===== src/rtl/pill_pkg.sv =====
// -----------------------------------------------------------------------------
// pill_pkg
// Shared definitions for the pill batch counter:
//   state_e      - run FSM state encodings (3-bit, visible on out_state)
//   MODE_AUTO    - count one pill per clock while filling
//   MODE_SENSOR  - count one pill per in_pill_pulse strobe while filling
//   DEF_CNT_W    - default width of bottle/pill counters and targets
//   DEF_TOT_W    - default width of the lifetime total-pill counter
// -----------------------------------------------------------------------------
package pill_pkg;

  typedef enum logic [2:0] {
    S_IDLE = 3'b000,
    S_FILL = 3'b001,
    S_SWAP = 3'b010,
    S_DONE = 3'b011,
    S_ERR  = 3'b100
  } state_e;

  localparam logic MODE_AUTO   = 1'b0;
  localparam logic MODE_SENSOR = 1'b1;

  localparam int DEF_CNT_W = 6;
  localparam int DEF_TOT_W = 12;

endpackage : pill_pkg


===== src/rtl/pill_batch_counter_if.sv =====
// -----------------------------------------------------------------------------
// pill_batch_counter_if
// Control/status bundle between the line controller and pill_batch_counter.
//   master modport : drives the in_* controls, observes the out_* status
//   slave  modport : the counter itself
// Clock and reset are not part of the bundle.
// -----------------------------------------------------------------------------
interface pill_batch_counter_if #(
  parameter int CNT_W = 6,
  parameter int TOT_W = 12
) ();

  logic             in_start;
  logic             in_clear;
  logic             in_suspend;
  logic             in_mode;
  logic             in_pill_pulse;
  logic             in_bottle_ready;
  logic [CNT_W-1:0] in_target_bottle_num;
  logic [CNT_W-1:0] in_target_pill_num;

  logic [CNT_W-1:0] out_bottle_num;
  logic [CNT_W-1:0] out_pill_num;
  logic [TOT_W-1:0] out_total_pill;
  logic             out_next_bottle;
  logic             out_busy;
  logic             out_finish;
  logic             out_error;
  logic [2:0]       out_state;

  modport master (
    output in_start, in_clear, in_suspend, in_mode, in_pill_pulse,
           in_bottle_ready, in_target_bottle_num, in_target_pill_num,
    input  out_bottle_num, out_pill_num, out_total_pill, out_next_bottle,
           out_busy, out_finish, out_error, out_state
  );

  modport slave (
    input  in_start, in_clear, in_suspend, in_mode, in_pill_pulse,
           in_bottle_ready, in_target_bottle_num, in_target_pill_num,
    output out_bottle_num, out_pill_num, out_total_pill, out_next_bottle,
           out_busy, out_finish, out_error, out_state
  );

endinterface : pill_batch_counter_if


===== src/rtl/pill_event_gen.sv =====
// -----------------------------------------------------------------------------
// pill_event_gen
// Qualified pill-event strobe. A pill counts only while filling and not
// suspended: every cycle in auto mode, or on the sensor strobe in sensor mode.
//   i_state      : current run FSM state
//   i_mode       : MODE_AUTO / MODE_SENSOR
//   i_pill_pulse : one-cycle pill-detected strobe
//   i_suspend    : pause request
//   o_pill_event : one pill to be counted on the next edge
// -----------------------------------------------------------------------------
module pill_event_gen
  import pill_pkg::*;
(
  input  state_e i_state,
  input  logic   i_mode,
  input  logic   i_pill_pulse,
  input  logic   i_suspend,
  output logic   o_pill_event
);

  assign o_pill_event = (i_state == S_FILL) && !i_suspend &&
                        ((i_mode == MODE_AUTO) || i_pill_pulse);

endmodule : pill_event_gen


===== src/rtl/pill_batch_counter.sv =====
// -----------------------------------------------------------------------------
// pill_batch_counter
// Batch run controller for the bottling line: latches bottle/pill targets at
// start, counts pills into the current bottle, handshakes bottle swaps with the
// conveyor and keeps a saturating lifetime pill total.
//   in_clk, in_rst_n : clock (rising edge), asynchronous active-low reset
//   bus (slave)      : start/clear/suspend/mode/pulse/ready controls, targets,
//                      and registered counts, next-bottle pulse, busy/finish/
//                      error flags and the raw state encoding
// Every output comes straight from a register (or decodes only the state
// register), so there is no combinational path from any input to any output.
// -----------------------------------------------------------------------------
module pill_batch_counter
  import pill_pkg::*;
#(
  parameter int CNT_W = DEF_CNT_W,
  parameter int TOT_W = DEF_TOT_W
) (
  input  logic                  in_clk,
  input  logic                  in_rst_n,
  pill_batch_counter_if.slave   bus
);

  state_e           r_state, w_next_state;
  logic [CNT_W-1:0] r_bottle, w_bottle;
  logic [CNT_W-1:0] r_pill, w_pill;
  logic [CNT_W-1:0] r_tgt_bottle, w_tgt_bottle;
  logic [CNT_W-1:0] r_tgt_pill, w_tgt_pill;
  logic [TOT_W-1:0] r_total, w_total;
  logic             r_next_bottle, w_next_bottle;
  logic             w_pill_event;
  logic             w_last_pill;
  logic             w_last_bottle;

  pill_event_gen u_event_gen (
    .i_state      (r_state),
    .i_mode       (bus.in_mode),
    .i_pill_pulse (bus.in_pill_pulse),
    .i_suspend    (bus.in_suspend),
    .o_pill_event (w_pill_event)
  );

  // Targets are at least 1 once in S_FILL, so tgt-1 never wraps here.
  assign w_last_pill   = (r_pill == (r_tgt_pill - CNT_W'(1)));
  assign w_last_bottle = ((r_bottle + CNT_W'(1)) == r_tgt_bottle);

  // NOTE: every signal gets its hold value first so no path through the case
  // leaves one unassigned; that is what keeps this block free of latches.
  always_comb begin
    w_next_state  = r_state;
    w_bottle      = r_bottle;
    w_pill        = r_pill;
    w_tgt_bottle  = r_tgt_bottle;
    w_tgt_pill    = r_tgt_pill;
    w_total       = r_total;
    w_next_bottle = 1'b0;

    if (bus.in_clear) begin
      w_next_state = S_IDLE;
      w_bottle     = '0;
      w_pill       = '0;
      w_total      = '0;
    end else if (!bus.in_suspend) begin
      unique case (r_state)
        S_IDLE: begin
          if (bus.in_start) begin
            w_tgt_bottle = bus.in_target_bottle_num;
            w_tgt_pill   = bus.in_target_pill_num;
            w_bottle     = '0;
            w_pill       = '0;
            w_next_state = ((bus.in_target_bottle_num == '0) ||
                            (bus.in_target_pill_num == '0)) ? S_ERR : S_FILL;
          end
        end
        S_FILL: begin
          if (w_pill_event) begin
            w_total = (r_total == '1) ? r_total : r_total + TOT_W'(1);
            if (w_last_pill) begin
              w_pill        = '0;
              w_bottle      = r_bottle + CNT_W'(1);
              w_next_bottle = 1'b1;
              w_next_state  = w_last_bottle ? S_DONE : S_SWAP;
            end else begin
              w_pill = r_pill + CNT_W'(1);
            end
          end
        end
        S_SWAP: begin
          if (bus.in_bottle_ready) w_next_state = S_FILL;
        end
        S_DONE, S_ERR: ;
        default: w_next_state = S_IDLE;
      endcase
    end
  end

  // NOTE: state is updated with non-blocking assignments so every register
  // samples the pre-edge values, independent of statement order.
  always_ff @(posedge in_clk or negedge in_rst_n) begin
    if (!in_rst_n) r_state <= S_IDLE;
    else           r_state <= w_next_state;
  end

  always_ff @(posedge in_clk or negedge in_rst_n) begin
    if (!in_rst_n) begin
      r_bottle      <= '0;
      r_pill        <= '0;
      r_tgt_bottle  <= '0;
      r_tgt_pill    <= '0;
      r_total       <= '0;
      r_next_bottle <= 1'b0;
    end else begin
      r_bottle      <= w_bottle;
      r_pill        <= w_pill;
      r_tgt_bottle  <= w_tgt_bottle;
      r_tgt_pill    <= w_tgt_pill;
      r_total       <= w_total;
      r_next_bottle <= w_next_bottle;
    end
  end

  assign bus.out_bottle_num  = r_bottle;
  assign bus.out_pill_num    = r_pill;
  assign bus.out_total_pill  = r_total;
  assign bus.out_next_bottle = r_next_bottle;
  assign bus.out_busy        = (r_state == S_FILL) || (r_state == S_SWAP);
  assign bus.out_finish      = (r_state == S_DONE);
  assign bus.out_error       = (r_state == S_ERR);
  assign bus.out_state       = r_state;

endmodule : pill_batch_counter


===== src/flat_wrapper.sv =====
// flat-port wrapper written by rule: the top's interface ports become plain ports
module pill_batch_counter_flat import pill_pkg::*;
#(
  parameter int CNT_W = DEF_CNT_W,
  parameter int TOT_W = DEF_TOT_W
)
  (in_clk, in_rst_n, bus_in_start, bus_in_clear, bus_in_suspend, bus_in_mode, bus_in_pill_pulse, bus_in_bottle_ready, bus_in_target_bottle_num, bus_in_target_pill_num, bus_out_bottle_num, bus_out_pill_num, bus_out_total_pill, bus_out_next_bottle, bus_out_busy, bus_out_finish, bus_out_error, bus_out_state);
  pill_batch_counter_if #(.CNT_W(CNT_W), .TOT_W(TOT_W)) bus_i ();
  input  logic in_clk;
  input  logic in_rst_n;
  input wire logic [$bits(bus_i.in_start)-1:0] bus_in_start;
  input wire logic [$bits(bus_i.in_clear)-1:0] bus_in_clear;
  input wire logic [$bits(bus_i.in_suspend)-1:0] bus_in_suspend;
  input wire logic [$bits(bus_i.in_mode)-1:0] bus_in_mode;
  input wire logic [$bits(bus_i.in_pill_pulse)-1:0] bus_in_pill_pulse;
  input wire logic [$bits(bus_i.in_bottle_ready)-1:0] bus_in_bottle_ready;
  input wire logic [$bits(bus_i.in_target_bottle_num)-1:0] bus_in_target_bottle_num;
  input wire logic [$bits(bus_i.in_target_pill_num)-1:0] bus_in_target_pill_num;
  output wire logic [$bits(bus_i.out_bottle_num)-1:0] bus_out_bottle_num;
  output wire logic [$bits(bus_i.out_pill_num)-1:0] bus_out_pill_num;
  output wire logic [$bits(bus_i.out_total_pill)-1:0] bus_out_total_pill;
  output wire logic [$bits(bus_i.out_next_bottle)-1:0] bus_out_next_bottle;
  output wire logic [$bits(bus_i.out_busy)-1:0] bus_out_busy;
  output wire logic [$bits(bus_i.out_finish)-1:0] bus_out_finish;
  output wire logic [$bits(bus_i.out_error)-1:0] bus_out_error;
  output wire logic [$bits(bus_i.out_state)-1:0] bus_out_state;
  assign bus_i.in_start = bus_in_start;
  assign bus_i.in_clear = bus_in_clear;
  assign bus_i.in_suspend = bus_in_suspend;
  assign bus_i.in_mode = bus_in_mode;
  assign bus_i.in_pill_pulse = bus_in_pill_pulse;
  assign bus_i.in_bottle_ready = bus_in_bottle_ready;
  assign bus_i.in_target_bottle_num = bus_in_target_bottle_num;
  assign bus_i.in_target_pill_num = bus_in_target_pill_num;
  assign bus_out_bottle_num = bus_i.out_bottle_num;
  assign bus_out_pill_num = bus_i.out_pill_num;
  assign bus_out_total_pill = bus_i.out_total_pill;
  assign bus_out_next_bottle = bus_i.out_next_bottle;
  assign bus_out_busy = bus_i.out_busy;
  assign bus_out_finish = bus_i.out_finish;
  assign bus_out_error = bus_i.out_error;
  assign bus_out_state = bus_i.out_state;
  pill_batch_counter #(.CNT_W(CNT_W), .TOT_W(TOT_W)) u_core (.in_clk(in_clk), .in_rst_n(in_rst_n), .bus(bus_i));
endmodule

===== config.mk =====
export PLATFORM = sky130hd
export DESIGN_NAME = pill_batch_counter_flat
export DESIGN_NICKNAME = d
export VERILOG_FILES = /design/src/rtl/pill_pkg.sv /design/src/rtl/pill_batch_counter_if.sv /design/src/rtl/pill_event_gen.sv /design/src/rtl/pill_batch_counter.sv /design/src/flat_wrapper.sv
export SDC_FILE = /design/constraint.sdc
export NUM_CORES = 1
export LEC_CHECK = 0
export BUFFER_PORTS_ARGS = -buffer_cell sky130_fd_sc_hd__buf_2
export CORE_MARGIN = 2
export CORE_UTILIZATION = 47
export DETAILED_ROUTE_END_ITERATION = 7
export GPL_ROUTABILITY_DRIVEN = 0
export HOLD_SLACK_MARGIN = 0.15
export PLACE_DENSITY = 0.77
export SLEW_MARGIN = 20
export SYNTH_ARGS = -nofsm -noshare
export SYNTH_HDL_FRONTEND = slang
export SYNTH_HIERARCHICAL = 1
export SYNTH_SLANG_ARGS = --single-unit

===== constraint.sdc =====
create_clock -name in_clk -period 2.3 [get_ports in_clk]
set_input_delay 0.46 -clock in_clk [delete_from_list [all_inputs] [get_ports in_clk]]
set_output_delay 0.46 -clock in_clk [all_outputs]
set_load 0.02 [all_outputs]

==> results of run 1 <==
==> kinds of logic (layout without fill, tap and decap cells) <==
group	Yosys count	count (layout)
xor+xnor	27	27
buf+inv	18	84
mux	16	16
fa+ha+maj	4	4
flops	40	40
simple gates	92	92
compound gates	36	36
==> report_power, final <==
part           total (mW)  internal (mW)  switching (mW)
combinational       0.978          0.471           0.508
clock               0.566          0.322           0.244
sequential          0.956          0.830           0.127
total                2.50           1.62           0.878
==> repair_timing <==
item	4_1_cts	5_1_grt
setup endpoints to repair	0	8
resized for setup	0	1
setup buffers	0	1
==> sequential cells by signal (all words and copies together), names as in the netlist <==
signal,flops
u_core/bus.out_pill_num,6
u_core/bus.out_state,3
u_core/r_tgt_bottle,6
u_core/bus.out_total_pill,12
u_core/bus.out_next_bottle,1
u_core/bus.out_bottle_num,6
u_core/r_tgt_pill,6
==> stage by stage <==
stage | TNS (ps) | cells | hold slack (ps)
5_1_grt | -18.7 | 366 | 250
3_5_place_dp | -186 | 357 | 516
6_report | 0 | 366 | 210
3_3_place_gp | 0 | 357 | 513
4_1_cts | 0 | 365 | 231
2_1_floorplan | -132 | 233 | 164
==> worst max path at each step <==
| stage | start | end | depth (start not counted) |
|---|---|---|---|
| finish | u_core/r_tgt_pill[0] | u_core/bus.out_bottle_num[5] | 7 |
| CTS | u_core/r_tgt_pill[0] | u_core/bus.out_bottle_num[5] | 7 |
| floorplan | bus_in_suspend | u_core/bus.out_pill_num[4] | 7 |
| detailed placement | bus_in_suspend | u_core/bus.out_pill_num[4] | 8 |
| global route | u_core/bus.out_state[1] | u_core/bus.out_total_pill[8] | 9 |
| global placement | bus_in_suspend | u_core/bus.out_pill_num[2] | 7 |
==> cell usage in the layout, fill, tap and decap left out, types with 5 or more instances in the layout <==
cell	instances
nand2b_1	5
buf_4	17
nand4_1	6
buf_2	50
nand3_1	12
inv_1	8
dfrtp_1	38
nor4_1	5
nor2_1	22
xor2_1	18
a21oi_1	7
xnor2_1	9
clkbuf_8	5
mux2_2	13
nand2_1	9
==> worst register-to-register path: stages (launching register included) <==
cell      delay, ps
dfrtp_1         420
or3_4           400
o31a_1          250
a311oi_2        270
buf_4           180
nand2_2          60
or4_1           490
nand3_1         100
==> layout make-up <==
class | instances | share of cell area, %
sequential | 40 | 35.1
inverter | 9 | 1.18
clock inverter | 2 | 1.23
tap | 67 | 2.93
multi-input combinational | 175 | 43.8
clock buffer | 6 | 2.54
timing repair buffer | 67 | 13.2
==> routing by layer <==
metal	vias to the layer above	global-route usage [%]	routed length, µm
met4	0	8.28	103
met2	64	32.1	2540
met3	10	4.34	277
li1	974	-	-
met1	983	29.5	2430
met5	-	0	0
==> flow_metrics.tcl, run 1 <==
set metrics [dict create \
    coreArea_um2 4720 \
    synth_flop_cell "dfrtp_1" \
    worstPathCellList "or3_4 > o31a_1 > a311oi_2 > buf_4 > nand2_2 > or4_1 > nand3_1" \
    r2r_end "u_core/bus.out_bottle_num[5]" \
    worstSetupEndpointType "flip-flop" \
    synth-xor-area-share_pct 10.2 \
    wirelength_mm 5.35 \
    path_buf_inv 1 \
    row_count 25 \
    dr.first_iter.drc_count 190 \
    synth_commonest_cells "dfrtp_1, nor2_1, xor2_1" \
    cp_max_fo 4 \
    fin_crit_sh_pct 96.6 \
    synth_cell_types 48 \
    startpoint_type "flip-flop" \
    io_buffers 50 \
    antenna_left 0 \
    yosysMostFrequentCell "dfrtp_1" \
    track_usage_pct 21.1 \
    fin_total_pwr_mw 2.50 \
    die_y_um 74.1 \
    hold_violations 0 \
    yosys.area.top_type "dfrtp_1" \
    remaining_drc_errors 0 \
    slew_violations 0 \
    areaGrowthSynthToFinish_pct 23.7 \
    power.density_nw_per_um2 875 \
    synthAdderAreaFrac_pct 2.17 \
    grt_pass1_wl_mm 8.90 \
    ys_ff_latch 40 \
    r2r_start "u_core/r_tgt_pill[0]" \
    power.leakage_nw 1.39 \
    critPathTopFamily "simple AND/OR/NAND/NOR gates" \
    clkLatencyLatePin_ps 290 \
    async_flop_share_pct 100 \
    final_core_util_pct 60.5 \
    clk_pin_slew_worst_paths_ps 80 \
    gr-total-overflow 0 \
    dp_hpwl_mm 3.98 \
    cts_max_path_buffers 2 \
    grt_pass1_vias 1911 \
    multi_input_area_um2 1250 \
    vdd_drop_max_mv 0.568 \
    rsz0062_at_grt "yes" \
    cts_buffers 5 \
    worst_pin_slew_ps 514 \
    syn_area_um2 2310 \
    ios 51 \
    fmax_ghz 0.450 \
    synth_top_area_share_pct 43.3 \
    muxShareOfSynthArea_pct 7.63 \
    final_layout_size_suffix_gt1_share_pct 32.8 \
    cts_tree "built" \
    regArea_um2 1000 \
    htree_levels 2 \
    placed_area_um2 2740 \
    skew_ps 8.36 \
    cp.required_ps 2530 \
    layout_min_cycle_time_ps 2220 \
    vias 2031 \
    synth_edf_count 0 \
    grt_max_degree 41 \
    dieWidth_um 74.1 \
    drv_cap 0 \
    dr.pass1.iters 4 \
    final_cell_area_um2 2860 \
    status "completed" \
    fin_ws_ps 78.1 \
    setup_viol_count_final 0 \
    slew_headroom_pct 65.7 \
    nets 322 \
    syn_avg_cell_area_um2 9.92 \
    dpl_worst_slack_ps -57.1 \
    synth_compound_area_share_pct 11.4 \
    critPathKind "reg2reg" \
    cp_slowest_cell "or4_1" \
    viasPerCell 5.55 \
    avgRoutedWirePerCell_um 14.6 \
    antenna_found_initial 0 \
    initial_core_util_pct 48.9 \
    dieArea_um2 5490 \
    reg2reg_slack_ps 80 \
    clock-root-buffer "clkbuf_8" \
    synth-simple-area-share_pct 22.3 \
    yosys_warnings 6 \
    min_path_type "in2async" \
    rr_worst_depth 7 \
    synth_top_family_by_area "simple AND/OR/NAND/NOR gates" \
    antenna_cells 0 \
    synth_nets 257 \
    ys_seq_area_share_pct 43.3 \
    n_fill_cell 412 \
    worst-endpoint-arrival_ps 2450 \
    ctsHoldBuffers 0 \
    critPathMaxStageDelay_ps 490 \
    cts.sinks 40 \
    yosys-top-cells-area "dfrtp_1, xor2_1, mux2_2, nor2_1, xnor2_1" \
    syn_inst 233 \
]
Note: power is estimated with default switching activity, not from simulation.
==> inputs of run 2 (changes only) <==
- CORE_UTILIZATION: 47 -> 35
- PLACE_DENSITY: 0.77 -> 0.62
==> run 2 against run 1 <==
  * Clock-buffer cell count did not move
  * Critical path depth did not move
  * Sequential power barely moved
  * Highest routed layer unchanged
  * Total power fell by 2.9%
  * Sequential share of layout area fell by 0.17 points
  * Global-route usage fell by 5.5 points
  * Via count fell by 2.2%
  * Combinational power barely moved
  * Non-clock buffer count rose by 1
==> flow_metrics.tcl, run 2 (synthesis results as in run 1) <==
set metrics [dict create \
    grt_pass1_vias 1881 \
    track_usage_pct 15.6 \
    critical_path.startpoint "u_core/r_tgt_pill[0]" \
    antenna_left 0 \
    fin_crit_sh_pct 95.4 \
    placed_area_um2 2760 \
    cts_max_path_buffers 2 \
    clk_pin_slew_worst_paths_ps 80 \
    cp.required_ps 2530 \
    dieWidth_um 85.3 \
    clock-root-buffer "clkbuf_8" \
    cp_max_fo 4 \
    fin_ws_ps 105 \
    setup_viol_count_final 0 \
    io_buffers 50 \
    avgRoutedWirePerCell_um 14.7 \
    initial_core_util_pct 36.4 \
    fmax_ghz 0.456 \
    row_count 29 \
    dp_hpwl_mm 4.14 \
    r2r_end "u_core/bus.out_bottle_num[5]" \
    reg2reg_slack_ps 110 \
    areaGrowthSynthToFinish_pct 24.3 \
    critPathKind "reg2reg" \
    antenna_found_initial 0 \
    remaining_drc_errors 0 \
    layout_commonest_cell "buf_2" \
    power.density_nw_per_um2 845 \
    coreArea_um2 6350 \
    final_cell_area_um2 2870 \
    cts_buffers 5 \
    largest_reg_flops 12 \
    dieArea_um2 7270 \
    cts.sinks 40 \
    r2r_start "u_core/r_tgt_pill[0]" \
    slew_headroom_pct 65.9 \
    status "completed" \
    viasPerCell 5.27 \
    antenna_cells 0 \
    grt_max_degree 41 \
    vdd_drop_max_mv 0.460 \
    dr.first_iter.drc_count 102 \
    rsz0062_at_grt "no" \
    critical_path.endpoint "u_core/bus.out_bottle_num[5]" \
    worst-endpoint-arrival_ps 2430 \
    gr-total-overflow 0 \
    drv_cap 0 \
    final_layout_size_suffix_gt1_share_pct 34.0 \
    worstSetupEndpointType "flip-flop" \
    dpl_worst_slack_ps -44.8 \
    rr_worst_depth 7 \
    grt_pass1_wl_mm 9.07 \
    skew_ps 5.30 \
    dr.pass1.iters 6 \
    htree_levels 2 \
    layout_min_cycle_time_ps 2190 \
    wirelength_mm 5.54 \
    worst_pin_slew_ps 511 \
    nets 323 \
    min_path_type "in2async" \
    final_cell_mix "buf_2, dfrtp_1, nor2_1" \
    ctsHoldBuffers 0 \
    ios 51 \
    clkLatencyLatePin_ps 290 \
    power.leakage_nw 1.39 \
    cts_tree "built" \
    startpoint_type "flip-flop" \
    die_y_um 85.3 \
    vias 1987 \
    hold_violations 0 \
    slew_violations 0 \
]
-- run 2: timing repair --
item / in CTS / in global routing
endpoints found under the setup margin: 0 / 11
gates resized for setup: 0 / 3
hold endpoints to repair: 0 / 0
buffers inserted: 0 / 1
-- run 2: worst min path at each step --
stage                                         endpoint  slack, ps  cells after the start
after floorplan           u_core/bus.out_bottle_num[0]        160                      0
after global placement          u_core/r_tgt_bottle[2]        510                      1
after detailed placement          u_core/r_tgt_pill[1]        520                      1
after CTS                       u_core/r_tgt_bottle[0]        220                      2
after global routing            u_core/r_tgt_bottle[5]        260                      2
final                           u_core/r_tgt_bottle[0]        210                      2
-- run 2: worst max-delay path, cell delays in order, from the launching register on --
cell and delay [ps]:
dfrtp_1 430, or3_4 400, o31a_1 250, a311oi_2 240, buf_4 180, nand2_2 60
or4_1 500, nand3_1 90
-- run 2: metrics by stage --
step	utilization [%]	total power [mW]	hold WS (ps)	TNS, ps	cells
2_1_floorplan	-	1.64	164	-132	233
3_3_place_gp	43.5	1.92	514	-11.5	368
3_5_place_dp	43.5	1.94	520	-170	368
4_1_cts	45.0	2.45	221	0	376
5_1_grt	45.2	2.59	259	0	377
6_report	45.2	2.43	214	0	377
-- run 2: final cells by class --
type | instances | area [µm²]
Fill cell | 610 | 3480
Inverter | 9 | 33.8
Clock buffer | 6 | 82.6
Tap cell | 77 | 96.3
Sequential cell | 40 | 1000
Timing Repair Buffer | 68 | 385
Clock inverter | 2 | 15.0
Multi-Input combinational cell | 175 | 1260
-- run 2: report_power, final --
group / total, mW / internal (mW) / switching [mW]
Combinational: 0.981 / 0.463 / 0.517
Sequential: 0.953 / 0.829 / 0.123
Clock: 0.494 / 0.243 / 0.252
-- run 2: per-layer routing --
metal  global-route usage [%]  part of all wire (%)
met1                     20.8                    45
met2                     25.5                    49
met3                     2.72                   4.0
met4                     5.63                   1.9
met5                        0                     0
==> inputs of run 3 (changes only) <==
--- a/config.mk
+++ b/config.mk
@@ -12,6 +12,7 @@
 export GPL_ROUTABILITY_DRIVEN = 0
 export HOLD_SLACK_MARGIN = 0.15
+export MAX_ROUTING_LAYER = met4
 export PLACE_DENSITY = 0.62
-export SLEW_MARGIN = 20
+export SLEW_MARGIN = 10
 export SYNTH_ARGS = -nofsm -noshare
 export SYNTH_HDL_FRONTEND = slang
==> constraint.sdc (replaced) <==
create_clock -name in_clk -period 2.3 [get_ports in_clk]
set_input_delay 0.46 -clock in_clk [delete_from_list [all_inputs] [get_ports in_clk]]
set_output_delay 0.46 -clock in_clk [all_outputs]
set_load 0.1 [all_outputs]
==> run 3 against run 2 <==
  * Register-to-register slack got worse by 20 ps
  * Clock-buffer cell count rose by 1
  * Sequential share of layout area fell by 0.88 points
  * Worst setup slack got worse by 19 ps
  * Clock power fell by 11%
  * Core utilization rose by 1.8 points
  * Sequential power barely moved
  * Fmax fell by 0.84%
  * Non-clock buffer count rose by 3
  * Largest power group unchanged
  * Highest routed layer unchanged
==> flow_metrics.tcl, run 3 (synthesis results as in run 1) <==
set metrics [dict create \
    status "completed" \
    min_path_type "in2reg" \
    slew_violations 0 \
    nets 326 \
    clk_pin_slew_worst_paths_ps 70 \
    startpoint_type "flip-flop" \
    htree_levels 2 \
    gr-total-overflow 0 \
    worst_pin_slew_ps 505 \
    clkLatencyLatePin_ps 290 \
    p_int_mw 1.55 \
    skew_ps 10.4 \
    combPwrFrac_pct 47.3 \
    largest_reg_flops 12 \
    setup_viol_count_final 0 \
    critPathKind "reg2reg" \
    layout_commonest_cell "buf_2" \
    drv_cap 0 \
    power.leakage_nw 1.40 \
    cts.sinks 40 \
    track_usage_pct 16.2 \
    cp_max_fo 5 \
    cts_buffers 5 \
    clock-root-buffer "clkbuf_8" \
    cts_max_path_buffers 2 \
    antenna_found_initial 0 \
    reg2reg_slack_ps 90 \
    cp_slowest_cell "or4b_4" \
    critPathMaxStageDelay_ps 530 \
    final_layout_size_suffix_gt1_share_pct 38.9 \
    antenna_left 0 \
    final_cells 380 \
    die_y_um 85.3 \
    final_cell_mix "buf_2, dfrtp_1, nor2_1" \
    viasPerCell 5.30 \
    remaining_drc_errors 0 \
    dr.pass1.iters 4 \
    areaGrowthSynthToFinish_pct 29.3 \
    dieArea_um2 7270 \
    row_count 29 \
    grt_max_degree 41 \
    fin_crit_sh_pct 96.2 \
    hold_violations 0 \
    power.density_nw_per_um2 888 \
    pwr-share-seq_pct 36.0 \
    clockPowerShare_pct 16.6 \
    dp_hpwl_mm 4.06 \
    ios 51 \
    avgRoutedWirePerCell_um 14.5 \
    final_core_util_pct 47.1 \
    io_buffers 50 \
    worstPathCellList "or4b_4 > a21oi_4 > mux2i_1 > nor4_2 > buf_4 > o22ai_1 > mux2_2" \
    layout_min_cycle_time_ps 2210 \
    wirelength_mm 5.50 \
    dp.cells 369 \
    vias 2013 \
    vdd_drop_max_mv 0.652 \
    cp.required_ps 2470 \
    switchingPower_mw 1.10 \
    coreArea_um2 6350 \
    dieWidth_um 85.3 \
    worst-endpoint-arrival_ps 2380 \
    grt_pass1_wl_mm 9.31 \
    initial_core_util_pct 36.4 \
    worstSetupEndpointType "flip-flop" \
    swShare_pct 41.6 \
    slew_headroom_pct 66.3 \
    dr.first_iter.drc_count 177 \
    grt_pass1_vias 1896 \
    rsz0062_at_grt "no" \
    fmax_ghz 0.452 \
    antenna_cells 0 \
    cts_tree "built" \
]
==> run 3: changes by cell type in the layout (fill, tap and decap cells not counted), sizes merged <==
cell	before	now
clkinv	0	1
buf	68	69
clkinvlp	2	0
dlygate4sd3	0	1
clkbuf	6	8
==> run 3: power groups by stage <==
stage	Sequential [mW]	Combinational, mW	Clock [mW]
floorplan	1.10	0.794	0
global placement	0.965	1.21	0
detailed placement	0.971	1.22	0
CTS	0.956	1.23	0.462
global route	0.980	1.36	0.488
finish	0.956	1.26	0.441
==> run 3: repair_timing <==
| item | in CTS | in global routing |
|---|---|---|
| hold buffers | 1 | 0 |
| resized for setup | 0 | 12 |
| setup buffers | 0 | 1 |
| hold endpoints to repair | 38 | 0 |
| endpoints found under the setup margin | 0 | 16 |
==> run 3: metrics by stage <==
step | total power, mW | TNS, ps | hold WS [ps] | cell area (µm²) | worst slack, ps
after floorplan | 1.89 | -1720 | 164 | 2390 | -215
after global placement | 2.18 | -80.5 | 450 | 2840 | -20.5
after detailed placement | 2.19 | -598 | 454 | 2840 | -91.6
after CTS | 2.65 | 0 | 406 | 2930 | 21.6
after global routing | 2.83 | 0 | 416 | 2990 | 18.6
final | 2.65 | 0 | 414 | 2990 | 86.6
==> run 3: layout make-up <==
type,instances,area [µm²]
sequential,40,1020
timing repair buffer,71,423
clock inverter,1,5.00
clock buffer,7,76.3
tap,77,96.3
fill,624,3360
multi-input combinational,175,1340
inverter,9,33.8
==> run 3: final timing paths <==
kind,start,to,cells past startpoint
max in group asynchronous,in_rst_n,u_core/bus.out_state[0],3
worst max register to register,u_core/bus.out_state[1],u_core/bus.out_bottle_num[0],7
min in group asynchronous,in_rst_n,u_core/r_tgt_pill[0],3
worst max-delay path,u_core/bus.out_state[1],u_core/bus.out_bottle_num[0],7
worst min register to register,u_core/r_tgt_pill[5],u_core/r_tgt_pill[5],1
worst min-delay path,bus_in_target_bottle_num[5],u_core/r_tgt_bottle[5],2
==> run 3: per-layer routing <==
metal | up-vias | global-route usage, % | wire (µm)
met4 | 0 | 3.90 | 57
met2 | 47 | 22.9 | 2560
met5 | - | - | 0
li1 | 983 | - | -
met1 | 978 | 24.0 | 2610
met3 | 5 | 3.21 | 279
==> run 3: worst max-delay path: cells and delay by family (launching register included) <==
kind	cells	cell delay, ps
simple gates	2	780
flops	1	470
mux	2	400
compound gates	2	250
buf+inv	1	200
